--- config.mk ---
export PLATFORM = sky130hd
export DESIGN_NAME = wb_cmd_master
export DESIGN_NICKNAME = d
export VERILOG_FILES = /design/src/rtl/wb_cmd_master.sv
export SDC_FILE = /design/constraint.sdc
export NUM_CORES = 1
export LEC_CHECK = 0
export ABC_CLOCK_PERIOD_IN_PS = 2000
export CORE_ASPECT_RATIO = 1.4
export CORE_UTILIZATION = 43
export CTS_CLUSTER_DIAMETER = 200
export DETAILED_ROUTE_END_ITERATION = 16
export GPL_TIMING_DRIVEN = 0
export PLACE_DENSITY = 0.8
export SYNTH_ARGS = -nofsm -noshare
export SYNTH_HDL_FRONTEND = slang
export SYNTH_SLANG_ARGS = --single-unit
--- constraint.sdc ---
create_clock -name clk -period 2 [get_ports clk]
set_input_delay 0.4 -clock clk [delete_from_list [all_inputs] [get_ports clk]]
set_output_delay 0.4 -clock clk [all_outputs]
set_load 0.05 [all_outputs]
--- src/rtl/wb_cmd_master.sv ---
// rtl/wb_cmd_master.sv - single-outstanding Wishbone classic master with valid/ready command/response channels
module wb_cmd_master #(
    parameter int TIMEOUT = 256,
    parameter int TO_W    = 16
) (
    input  logic        clk,
    input  logic        rstn,
    input  logic        cmd_valid,
    output logic        cmd_ready,
    input  logic        cmd_we,
    input  logic [4:0]  cmd_adr,
    input  logic [31:0] cmd_dat,
    input  logic [3:0]  cmd_sel,
    output logic        rsp_valid,
    input  logic        rsp_ready,
    output logic [31:0] rsp_dat,
    output logic        rsp_err,
    output logic        rsp_tout,
    output logic [4:0]  wb_adr_o,
    output logic [31:0] wb_dat_o,
    input  logic [31:0] wb_dat_i,
    output logic [3:0]  wb_sel_o,
    output logic        wb_we_o,
    output logic        wb_stb_o,
    output logic        wb_cyc_o,
    input  logic        wb_ack_i,
    input  logic        wb_err_i,
    input  logic        wb_int_i,
    output logic        int_rise
);

    localparam logic [1:0] S_IDLE = 2'd0;
    localparam logic [1:0] S_BUS  = 2'd1;
    localparam logic [1:0] S_RESP = 2'd2;

    localparam logic [TO_W-1:0] TO_LAST = TO_W'(TIMEOUT - 1);

    logic [1:0]      state;
    logic [TO_W-1:0] cnt;
    logic            int_q;
    logic            timeout_hit;

    // With TIMEOUT of zero the counter is free-running and never terminates a cycle.
    assign timeout_hit = (TIMEOUT != 0) && (cnt == TO_LAST);

    always_ff @(posedge clk or negedge rstn) begin
        if (!rstn) begin
            state     <= S_IDLE;
            cnt       <= '0;
            cmd_ready <= 1'b1;
            rsp_valid <= 1'b0;
            rsp_dat   <= '0;
            rsp_err   <= 1'b0;
            rsp_tout  <= 1'b0;
            wb_adr_o  <= '0;
            wb_dat_o  <= '0;
            wb_sel_o  <= '0;
            wb_we_o   <= 1'b0;
            wb_stb_o  <= 1'b0;
            wb_cyc_o  <= 1'b0;
        end else begin
            case (state)
                S_IDLE: begin
                    if (cmd_valid) begin
                        wb_adr_o  <= cmd_adr;
                        wb_dat_o  <= cmd_dat;
                        wb_sel_o  <= cmd_sel;
                        wb_we_o   <= cmd_we;
                        wb_cyc_o  <= 1'b1;
                        wb_stb_o  <= 1'b1;
                        cmd_ready <= 1'b0;
                        cnt       <= '0;
                        state     <= S_BUS;
                    end
                end
                S_BUS: begin
                    cnt <= cnt + 1'b1;
                    // err wins over a simultaneous ack
                    if (wb_stb_o && (wb_err_i || wb_ack_i || timeout_hit)) begin
                        rsp_err   <= wb_err_i;
                        rsp_tout  <= !wb_err_i && !wb_ack_i;
                        rsp_dat   <= (!wb_err_i && wb_ack_i && !wb_we_o) ? wb_dat_i : 32'h0;
                        rsp_valid <= 1'b1;
                        wb_cyc_o  <= 1'b0;
                        wb_stb_o  <= 1'b0;
                        wb_we_o   <= 1'b0;
                        state     <= S_RESP;
                    end
                end
                S_RESP: begin
                    if (rsp_ready) begin
                        rsp_valid <= 1'b0;
                        rsp_dat   <= '0;
                        rsp_err   <= 1'b0;
                        rsp_tout  <= 1'b0;
                        cmd_ready <= 1'b1;
                        state     <= S_IDLE;
                    end
                end
                default: begin
                    state     <= S_IDLE;
                    cmd_ready <= 1'b1;
                    rsp_valid <= 1'b0;
                    wb_cyc_o  <= 1'b0;
                    wb_stb_o  <= 1'b0;
                end
            endcase
        end
    end

    // Interrupt edge detect runs regardless of bus activity.
    always_ff @(posedge clk or negedge rstn) begin
        if (!rstn) begin
            int_q    <= 1'b0;
            int_rise <= 1'b0;
        end else begin
            int_q    <= wb_int_i;
            int_rise <= wb_int_i & ~int_q;
        end
    end

endmodule
Word-level counts from Yosys, hierarchy flattened

Index checks and enable logic that the tools add are counted.

Output and inout port bits: 81
Word-level logic and storage cells: 71
Register bits after elaboration: 99
Bits of input ports: 81

Reduce and logical (&&, ||, !) cells: 20
Muxes and demuxes: 25
Add/subtract/negate cells: 1
Bitwise logic cells: 5
Equality and inequality tests: 6

Operator list:

| operator              | number |
|---|---|
| $mux 32               | 3 |
| $pmux 32 s2           | 1 |
| $pmux 16 s2           | 1 |
| $reduce_and 3->1      | 6 |
| $add 16x1->16 const B | 1 |
| $eq 16x8->1 const B   | 1 |
| $mux 16               | 1 |
| $mux 1                | 9 |
| $pmux 1 s3            | 3 |
| $mux 2                | 3 |
| $ne 2x2->1 const B    | 3 |
| $pmux 1 s2            | 3 |
| $pmux 2 s3            | 1 |
| $logic_and 1x1->1     | 4 |
| $not 1->1             | 4 |
| $reduce_and 2->1      | 2 |
| $reduce_bool 2->1     | 2 |
| $logic_not 1->1       | 3 |
| $eq 2x1->1 const B    | 1 |
| $eq 2x2->1 const B    | 1 |
| $logic_not 2->1       | 1 |
| $logic_or 1x1->1      | 2 |
| $and 1x1->1           | 1 |

Depth between registers and ports, before layout

Depth after elaboration: 6
Mapped depth: 7
Gate-level depth less buffers: 5

Least setup slack after synthesis

OpenSTA, ideal clock, no wires.

Path type: register to register
Start: register wb_cyc_o (netlist name)
End: register rsp_dat[0]
Period minus slack after synthesis: 1.814 ns
Required time: 1.879 ns
Stages on the path, launching flop included: 6
Library setup time: 0.121 ns
Setup slack: 0.186 ns
Arrival: 1.693 ns
Path buffers: 1
Path through: dfrtp_1 > nand3b_1 > and2_1 > a31o_4 > buf_6 > a22o_1

RTL lines:

| item                 | line | source |
|---|---|---|
| end signal, assigned | 82   | `rsp_dat <= (!wb_err_i && wb_ack_i && !wb_we_o) ? wb_dat_i : 32'h0;` |
| end, declared        | 16   | `output logic [31:0] rsp_dat,` |

Worst setup path after layout

Start: register wb_dat_o[22]
End: output wb_dat_o[22]

RTL lines:

| item                   | line | source |
|---|---|---|
| start, declared        | 20   | `output logic [31:0] wb_dat_o,` |
| start signal, assigned | 66   | `wb_dat_o <= cmd_dat;` |

No word-level cell between the ends.

==> results.txt <==
Fin Setup TNS = 0 ns
FF-to-FF setup slack = 0.16 ns
final worst-path cycle share = 96.3%
crit path DAT = 1.53 ns
Least-Margin Pin Slew = 0.691 ns
RSZ-0062 raised after global routing = no
Seq cells post-synth = 99
CP top delay family = buffers and inverters
Final Hold Vio Count = 0
sequential fraction of the synthesis area = 62.3%
Max-slew headroom = 53.7%
Slowest-stage cell, CP = clkdlybuf4s50_1
TritonCTS clock tree = done
Routed Antenna Nets = 0
Tot GR Track Use = 22.6%
Die Y = 116 microns
complex-gate fraction of the synthesized area = 12.9%
multi-input logic area = 1360 sq um
Max FO, Critical Path = 2
final non-filler cell total = 660
wire per inst = 16.1 microns
Iter 0 DRT Violations = 191
placed insts = 644
Worst Setup Start Kind = register
Post-Place Setup Slack = -0.218 ns
core box area = 8980 sq um
Synth area leaders = dfrtp_1 62%, nand2_1 13%, a22o_1 7.0%
status = complete, no violations
Fill cells = 662
cell taking the most area after synthesis = dfrtp_1
Clock Latency Late Sink = 0.34 ns
P_leak = 2.82 nW
Max Freq = 519 MHz
vias = 3431
# Post-CTS Setup Buffers = 0
global-route wire length before repair = 16900 microns
max-cap violations = 0
DR pass1 iterations = 4
Cells after Synth = 375
crit path capture type = output pin
Max H-tree Level = 3
final critical-path setup slack = 0.0739 ns
fraction of layout cells with a size suffix above 1 = 5.97%
final setup skew = 0.00465 ns
Post-Synth XOR/XNOR Area = 0%
main flop type after synthesis = dfrtp_1
Buffers on Ports = 161
syn_area_per_cell = 10.6 sq um
CP cell instances = clkdlybuf4s50_1
I/O pin count = 162
CP peak stage delay = 0.82 ns
clk buf depth = 2
WP buf/inv = 1
worst hold-check path type = in -> async
GPL Wtd Cong = 0.827
setup violators final = 0
share of the synthesized area in the top cell type = 61.7%
initial antenna violation count = 0
Mapped Nets = 457
via/cell ratio = 5.20
simple logic cell fraction of the synthesized area = 20.0%
synth unique cells = 40
Final Critical Period = 1.93 ns
kind of critical path = reg -> out
CTS Buf Count = 9
Starting Density = 44.3%
largest net degree at the start of global routing = 61
Register Area = 2480 sq um
antenna cells = 0
mux share of post-synthesis cell area = 1.01%
vias in the first global route = 3354
largest family of logic cells by synthesized area = simple AND/OR/NAND/NOR gates
grt total ovfl = 0
yosys warns = 0
clk root buf = clkbuf_16
HPWL Detailed = 7500 microns
Die ar. = 9640 sq um
DRT Wirelength = 10600 microns
Die X = 83.3 microns
maximum VDD drop = 1.32 mV
Mapped Area = 3980 sq um
EDFF count, synth = 0
final slew viol count = 0
Synth async-reset ratio = 100%
num rows = 41
fin nets = 630
CTS sink count = 99
CP required = 1.60 ns
Clk pin slew, worst setup/hold paths = 0.06 ns
PwrDens = 1860 nW/um^2
adder-cell share of the synthesized area = 0.315%
area growth from synthesis to layout = 51.3%
DRC = 0
[area by class of cell]
| type | count | area share, % |
|---|---|---|
| inverters | 3 | 0.187 |
| well taps | 107 | 2.22 |
| plain buffers | 23 | 2.08 |
| clock inverters | 2 | 0.166 |
| repair buffers | 162 | 27.1 |
| clock buffers | 14 | 4.39 |
| flip-flops and latches | 99 | 41.2 |
| multi-input cells | 250 | 22.6 |
[path summary, 6_finish.rpt]
| kind | start | to | cells past startpoint |
|---|---|---|---|
| worst max-delay path | wb_dat_o[22] | wb_dat_o[22] | 1 |
| worst min-delay path | rstn | rsp_dat[4] | 1 |
| worst max register to register | state[0] | wb_dat_o[31] | 5 |
| worst min register to register | int_q | int_rise | 1 |
| max in group asynchronous | rstn | cmd_ready | 2 |
| min in group clk | int_q | int_rise | 1 |
[flip-flops by register name (all words and copies together) (netlist names)]
signal / cells
wb_sel_o: 4
rsp_err: 1
rsp_tout: 1
wb_adr_o: 5
wb_we_o: 1
rsp_valid: 1
int_q: 1
int_rise: 1
rsp_dat: 32
state: 2
cmd_ready: 1
wb_cyc_o: 1
wb_dat_o: 32
cnt: 16
[kinds of logic (layout without fill, tap and decap cells)]
group,count (synthesis),in the layout
flip-flops,99,99
buffers and inverters,26,204
adder cells (fa/ha/maj),1,1
AO/OA/AOI/OAI,66,66
AND/OR/NAND/NOR,179,179
multiplexers,4,4
[report_power, final]
group	total (W)	internal (W)	switching, W
registers	0.00331	0.00282	0.000491
clock network	0.00162	0.000909	0.000708
logic	0.00624	0.00208	0.00416
total	0.0112	0.00581	0.00536
[cells in the mapped netlist, types with 2 or more instances]
cell / number
a21o_1: 2
a21oi_1: 3
a22o_1: 32
a31oi_1: 2
and4_1: 4
buf_2: 6
buf_4: 2
buf_6: 3
clkbuf_1: 12
dfrtp_1: 98
inv_1: 3
mux2i_1: 4
nand2_1: 139
nand2b_1: 2
nand3_1: 5
nand3b_1: 2
nand4_1: 5
nor2_1: 9
nor2b_1: 3
o211ai_1: 3
o21ai_0: 12
o311ai_0: 2
o31ai_1: 4
o41ai_1: 2
[per-stage QoR]
stage / total power, W / area, sq um / hold slack, ns / utilization, %
4_1_cts: 0.0112 / 6020 / 0.0588 / 67.0
2_1_floorplan: 0.00735 / 3980 / 0.104 / -
5_1_grt: 0.0117 / 6020 / 0.0762 / 67.0
3_3_place_gp: 0.00944 / 5720 / 0.388 / 63.7
6_report: 0.0112 / 6020 / 0.0412 / 67.0
3_5_place_dp: 0.00960 / 5750 / 0.403 / 64.0
[what timing repair did]
action                                  CTS  global route
hold buffers                              0             0
resized for setup                         4             2
hold endpoints to repair                  0             0
endpoints found under the setup margin    4             7
[per-layer routing]
metal	track usage [%]	wire length (microns)	vias to the layer above
li1	-	-	1632
met1	27.4	4340	1655
met2	39.7	5540	130
met3	3.49	504	14
met4	11.0	238	0
met5	0	0	-
[cells in the final DEF, fill, tap and decap left out, drive strengths merged, types with 2 or more instances in the layout]
master / n
nand2: 139
nand2b: 2
buf: 13
nor4b: 2
clkbuf: 26
dfrtp: 98
a21o: 2
nand4: 6
nand3b: 2
o311ai: 2
a31oi: 2
o41ai: 2
nor2b: 3
inv: 3
clkinv: 2
nand3: 5
dlygate4sd2: 4
a22o: 32
nor2: 9
o31ai: 4
a21oi: 3
o21ai: 12
clkdlybuf4s50: 156
o211ai: 3
mux2i: 4
and4: 4
No activity file was read; power rests on OpenSTA's default activity.
